File: src/rtl/latch_gate_pkg.sv
// latch_gate_pkg: shared state encoding, timer width and parameter
// defaults for latch_gate_driver and its phase_timer.
package latch_gate_pkg;

  typedef enum logic [1:0] {
    IDLE  = 2'd0,
    SETUP = 2'd1,
    OPEN  = 2'd2,
    HOLD  = 2'd3
  } state_t;

  localparam int TW            = 4;
  localparam int DEF_WIDTH     = 8;
  localparam int DEF_SETUP_CYC = 1;
  localparam int DEF_OPEN_CYC  = 2;
  localparam int DEF_HOLD_CYC  = 1;

  // A phase of n cycles loads n-1; done is seen on its last cycle.
  function automatic logic [TW-1:0] phase_load(input int n);
    return TW'(n - 1);
  endfunction

endpackage

File: src/rtl/latch_gate_driver_phase_timer.sv
// phase_timer: 4-bit loadable down-counter, done while count is zero.
// Ports: clock, reset (sync, high), load, load_val[3:0], done.
module phase_timer
  import latch_gate_pkg::*;
(
  input  logic          clock,
  input  logic          reset,
  input  logic          load,
  input  logic [TW-1:0] load_val,
  output logic          done
);

  logic [TW-1:0] cnt;

  always_ff @(posedge clock) begin
    if (reset) begin
      cnt <= '0;
    end else if (load) begin
      cnt <= load_val;
    end else if (cnt != '0) begin
      cnt <= cnt - 1'b1;
    end
  end

  assign done = (cnt == '0);

endmodule

File: src/rtl/latch_gate_driver.sv
// latch_gate_driver: sequences d_out/gate for a level-sensitive latch
// through SETUP -> OPEN -> HOLD phases, counting finished transfers.
// Ports: clock, reset (sync, high), in_valid/in_data/in_ready (input
// handshake), gate, d_out, busy, xfer_count[15:0].
// Macro LATCH_GATE_DRIVER_B2B_EN: accept the next word in the last
// HOLD cycle for back-to-back transfers.
module latch_gate_driver
  import latch_gate_pkg::*;
#(
  parameter int WIDTH     = DEF_WIDTH,
  parameter int SETUP_CYC = DEF_SETUP_CYC,
  parameter int OPEN_CYC  = DEF_OPEN_CYC,
  parameter int HOLD_CYC  = DEF_HOLD_CYC
) (
  input  logic             clock,
  input  logic             reset,
  input  logic             in_valid,
  input  logic [WIDTH-1:0] in_data,
  output logic             in_ready,
  output logic             gate,
  output logic [WIDTH-1:0] d_out,
  output logic             busy,
  output logic [15:0]      xfer_count
);

  localparam logic [TW-1:0] LD_S = phase_load(SETUP_CYC);
  localparam logic [TW-1:0] LD_O = phase_load(OPEN_CYC);
  localparam logic [TW-1:0] LD_H = phase_load(HOLD_CYC);

  state_t        state;
  logic          t_done;
  logic          t_load;
  logic [TW-1:0] t_val;
  logic          last_hold;
  logic          accept;

  assign last_hold = (state == HOLD) && t_done;

`ifdef LATCH_GATE_DRIVER_B2B_EN
  assign in_ready = (state == IDLE) || last_hold;
`else
  assign in_ready = (state == IDLE);
`endif

  assign accept = in_valid && in_ready;
  assign gate   = (state == OPEN);
  assign busy   = (state != IDLE);

  // Timer reloads on entry to each phase.
  always_comb begin
    t_load = 1'b0;
    t_val  = '0;
    unique case (1'b1)
      accept: begin
        t_load = 1'b1;
        t_val  = LD_S;
      end
      (state == SETUP) && t_done: begin
        t_load = 1'b1;
        t_val  = LD_O;
      end
      (state == OPEN) && t_done: begin
        t_load = 1'b1;
        t_val  = LD_H;
      end
      default: ;
    endcase
  end

  phase_timer u_timer (
    .clock    (clock),
    .reset    (reset),
    .load     (t_load),
    .load_val (t_val),
    .done     (t_done)
  );

  always_ff @(posedge clock) begin
    if (reset) begin
      state      <= IDLE;
      d_out      <= '0;
      xfer_count <= '0;
    end else begin
      if (accept) d_out <= in_data;
      unique case (state)
        IDLE:  if (accept) state <= SETUP;
        SETUP: if (t_done) state <= OPEN;
        OPEN:  if (t_done) state <= HOLD;
        HOLD: begin
          if (t_done) begin
            xfer_count <= xfer_count + 16'd1;
            // accept only possible here with back-to-back enabled
            state <= accept ? SETUP : IDLE;
          end
        end
      endcase
    end
  end

endmodule

File: config.mk
export PLATFORM = sky130hd
export DESIGN_NAME = latch_gate_driver
export DESIGN_NICKNAME = d
export VERILOG_FILES = /design/src/rtl/latch_gate_pkg.sv /design/src/rtl/latch_gate_driver_phase_timer.sv /design/src/rtl/latch_gate_driver.sv
export SDC_FILE = /design/constraint.sdc
export NUM_CORES = 1
export LEC_CHECK = 0
export CORE_MARGIN = 2
export CORE_UTILIZATION = 47
export CTS_CLUSTER_SIZE = 40
export DETAILED_ROUTE_END_ITERATION = 8
export HOLD_SLACK_MARGIN = 0.1
export PLACE_DENSITY_LB_ADDON = 0.15
export SETUP_SLACK_MARGIN = 0.05
export SLEW_MARGIN = 0
export SYNTH_ARGS = -nofsm -noshare
export SYNTH_HDL_FRONTEND = slang
export SYNTH_SLANG_ARGS = --single-unit
File: constraint.sdc
create_clock -name clock -period 2.5 [get_ports clock]
set_input_delay 0.75 -clock clock [delete_from_list [all_inputs] [get_ports clock]]
set_output_delay 0.75 -clock clock [all_outputs]
set_load 0.01 [all_outputs]
Word level (Yosys, flattened, before mapping):

Index checks and enable logic that the tools add are counted.

* eq/ne operators: 7
* $add $sub $neg: 2
* mux-type cells: 10
* reductions and logical operators: 11

Operators by type and width (count)
* $add 16x1->16 const B: 1
* $mux 2: 4
* $mux 4: 2
* $pmux 2 s4: 1
* $eq 2x2->1 const B: 2
* $logic_not 4->1: 1
* $ne 2x1->1 const B: 2
* $ne 2x2->1 const B: 2
* $reduce_and 4->1: 1
* $reduce_bool 2->1: 2
* $reduce_bool 4->1: 1
* $sub 4x1->4 const B: 1
* $logic_and 1x1->1: 3
* $mux 1: 3
* $reduce_or 3->1: 1
* $eq 2x1->1 const B: 1
* $logic_not 2->1: 1
* $reduce_and 2->1: 1

* word-level logic and storage cells: 34
* output and inout port bits: 27
* bits in registers: 30
* input port bits: 11

Logic depth before layout (Yosys ltp):

* depth in word-level cells: 5
* depth in mapped cells: 7

Hierarchy:

Synthesis repeated with hierarchy kept, for this count alone.

* cell total of the unflattened synthesis: 169
* area total of the unflattened synthesis: 1482.7 um^2

Modules (own cells, without submodules)
* latch_gate_driver: seq. area each 520.5 um^2, area each 1253.7 um^2, instances 1, cells each 145
* phase_timer: seq. area each 80.1 um^2, area each 229.0 um^2, instances 1, cells each 24

Worst setup path after synthesis:

Ideal clock, no wire load.

* path kind: register to register
* from: register u_timer.cnt[0]
* to: register xfer_count[13]
* setup time: 70 ps
* required time: 2430 ps
* data arrival time: 1731 ps
* path buffers: 1
* stages on the path, launching flop included: 8
* slack: 698 ps
* period minus slack after synthesis: 1802 ps
* cell sequence: dfxtp_1 inv_1 ha_1 nand4bb_4 or2_1 buf_6 or4_1 a21oi_1

* longest elaborated chain between the ends: 2

RTL lines
* start, declared: RTL line latch_gate_driver_phase_timer.sv:13 `logic [TW-1:0] cnt;`
* start signal, assigned: RTL line latch_gate_driver_phase_timer.sv:19 `cnt <= load_val;`
* start signal, assigned: RTL line latch_gate_driver_phase_timer.sv:21 `cnt <= cnt - 1'b1;`
* $logic_not 4->1: RTL line latch_gate_driver_phase_timer.sv:25 `assign done = (cnt == '0);`
* $reduce_and 2->1 (no source line)
* end signal, assigned: RTL line latch_gate_driver.sv:91 `xfer_count <= xfer_count + 16'd1;`
* end, declared: RTL line latch_gate_driver.sv:23 `output logic [15:0] xfer_count`

Every way passes these cells.
A chain may end at the register's enable or synchronous reset.

Worst setup path after layout:

* from: register state[0]
* to: output port gate

* longest elaborated chain between the ends: 1

RTL lines
* start, declared: RTL line latch_gate_driver.sv:30 `state_t state;`
* start signal, assigned: RTL line latch_gate_driver.sv:93 `state <= accept ? SETUP : IDLE;`
* $eq 2x2->1: RTL line latch_gate_driver.sv:46 `assign gate = (state == OPEN);`
* end, declared: RTL line latch_gate_driver.sv:20 `output logic gate,`

Every way passes these cells.

==> results.yml <==
status:
  status: "completed"
synth:
  synth_warnings: 0
  ys_seq_area_share_pct: 43.1
  ys_ff_latch: 30
  syn_nets: 181
  syn_avg_cell_area_um2: 8.55
  synthCells: 163
  syn_area_um2: 1390
  yosysUniqueCellTypes: 31
critical_path:
  slowest_delay_ps: 560
  cp.required_ps: 1750
  worstSetupStartpointType: "flip-flop"
  crit_chain: "inv_1, ha_1, clkdlybuf4s50_1"
  cp_slowest_cell: "clkdlybuf4s50_1"
  end_kind: "output pin"
  critPathMaxFanout: 5
  critical_path_class: "flip-flop to output pin"
  arrival_ps: 1600
drt:
  drc: 0
  first_pass_iters: 4
  vias: 1258
  wl_per_cell_um: 13.5
  viasPerCell: 5.33
  drt_iter0_drc: 30
  drtAntennaViolNets: 0
  postRouteWirelength_mm: 3.19
power:
  fin_total_pwr_mw: 1.50
  powerDensity_nw_per_um2: 808
  p_leak_nw: 0.665
  ir_drop_mv: 0.586
timing:
  fin_crit_ps: 2350
  rsz0062_at_grt: "false"
  fin_setup_tns_ps: 0
  tightest_slew_ps: 533
  maxSlewHeadroom_pct: 64.2
  post-route-period-util_pct: 93.9
  setup_viol: 0
  holdWs_ps: 458
  fmax_mhz: 426
  setup_ws_ps: 154
  fin_worst_skew_ps: 8.50
  final_hold_viol_count: 0
  slew_violations: 0
global_routing:
  grt_pass1_wl_mm: 5.38
  overflow: 0
  antenna_found_initial: 0
  grt_pass1_vias: 1192
  track_usage_pct: 21.0
  grt_max_degree: 18
die:
  initial_utilization_pct: 50.1
  die_w_um: 58.5
  die_area_um2: 3420
  core_um2: 2780
  die_y_um: 58.5
  pin_count: 38
  rows: 19
clocking:
  ctsHoldBuffers: 0
  cts-root-buf: "clkbuf_4"
  cts_buffers: 5
  cts_tree: "yes"
  clk_pin_slew_ps: 110
  post_cts_resize_count: 0
  htreeDepth: 2
  insertion_delay_ps: 340
  clockBufferDepth: 2
  post-cts-setup-buffer-count: 0
  cts_sinks: 30
worst_hold_path:
  holdCritPathClass: "flip-flop to flip-flop"
cells_and_area:
  area_growth_pct: 33.6
  nNetsFinal: 222
  drive_gt1_share_pct: 7.32
  fillers: 259
  fin_util_pct: 66.9
  instances_no_fill: 236
  design_area_um2: 1860
  insertedDiodeCount: 0
  multi_input_area_um2: 737
  regArea_um2: 601
job:
  drv_cap: 0
place:
  numPortBuffers: 37
  gp_congestion: 0.757
  dp_worst_setup_slack_ps: 432
  place_area_um2: 1800
  dpl.hpwl_mm: 2.30
  placed_cells: 228
metal layers:
layer / vias up / part of all wire, % / global-route usage (%)
li1: 643 / - / -
met1: 576 / 42 / 25.0
met2: 32 / 51 / 34.8
met3: 7 / 5.2 / 4.40
met4: 0 / 2.1 / 12.0
met5: - / 0 / 0
cell families (layout without fill, tap and decap cells):
kind of cell	Yosys count	count (layout)	synth area share [%]
buf+inv	13	55	4.04
xor+xnor	10	10	6.28
compound gates	24	24	9.61
simple gates	76	76	28.4
flops	30	30	43.1
mux	3	3	2.33
fa+ha+maj	7	7	6.28
sequential cells by signal, summed over array words and instances, names as in the netlist:
register and count:
d_out 8, state 2, xfer_count 16, u_timer.cnt 4
cell usage in the layout, fill, tap and decap left out, types with 3 or more instances in the layout:
cell type and instances:
a21oi_1 15, buf_4 3, clkbuf_4 5, clkdlybuf4s50_1 36
dfxtp_1 30, ha_1 7, inv_1 7, nand2_1 26
nand3_1 9, nor2_1 13, nor3_1 7, o21ai_0 3
o31ai_1 4, or4_1 4, xnor2_1 6, xor2_1 4
critical path: cells and delay by family, from the launching register on:
kind	cells	cell delay, ps
buffers and inverters	2	670
adders and majority gates	1	240
DFF	1	340
worst paths after layout:
kind / from / endpoint / slack (ps) / cells past startpoint
worst max-delay path: state[0]$_SDFFE_PP0P_ / gate / 150 / 3
worst min-delay path: d_out[6]$_SDFFE_PP0P_ / d_out[6]$_SDFFE_PP0P_ / 460 / 2
worst max register to register: u_timer.cnt[0]$_SDFFE_PP0P_ / xfer_count[15]$_SDFFE_PP0P_ / 520 / 6
worst min register to register: d_out[6]$_SDFFE_PP0P_ / d_out[6]$_SDFFE_PP0P_ / 460 / 2
power breakdown:
group	switching (mW)	internal (mW)
Combinational	0.299	0.291
Clock	0.188	0.135
Sequential	0.0509	0.541
Total	0.537	0.966
cell usage after synthesis:
cell type   n  share of area [%]
nor3b_1     2                1.1
and4bb_2    1               0.90
nor4_1      2               0.90
ha_1        7                6.3
o21ai_0     3                1.1
mux2_2      2                1.6
buf_6       1               0.81
clkbuf_1    3               0.81
dfxtp_1    30                 43
inv_1       7                1.9
mux2i_1     1               0.72
nand2_1    26                7.0
nor3_1      7                2.5
o31ai_1     4                2.2
and4_1      1               0.63
and2_1      2               0.90
o22ai_1     1               0.45
and3_1      2               0.90
or2_1       2               0.90
or3_1       1               0.45
xnor2_1     6                3.8
a21oi_1    15                5.4
nand4_1     2               0.90
buf_1       2               0.54
nor2_1     13                3.5
xor2_1      4                2.5
a211oi_1    1               0.54
nand4bb_4   1                2.0
or4_1       4                2.2
nor2b_1     1               0.45
nand3_1     9                3.2
area by class of cell:
| type | instances | area share (%) |
|---|---|---|
| well taps | 31 | 2.08 |
| clock inverters | 2 | 0.672 |
| clock buffers | 6 | 2.76 |
| inverters | 7 | 1.41 |
| flip-flops and latches | 30 | 32.3 |
| multi-input cells | 120 | 39.6 |
| repair buffers | 40 | 21.2 |
Power figures use the tool's default switching activity.
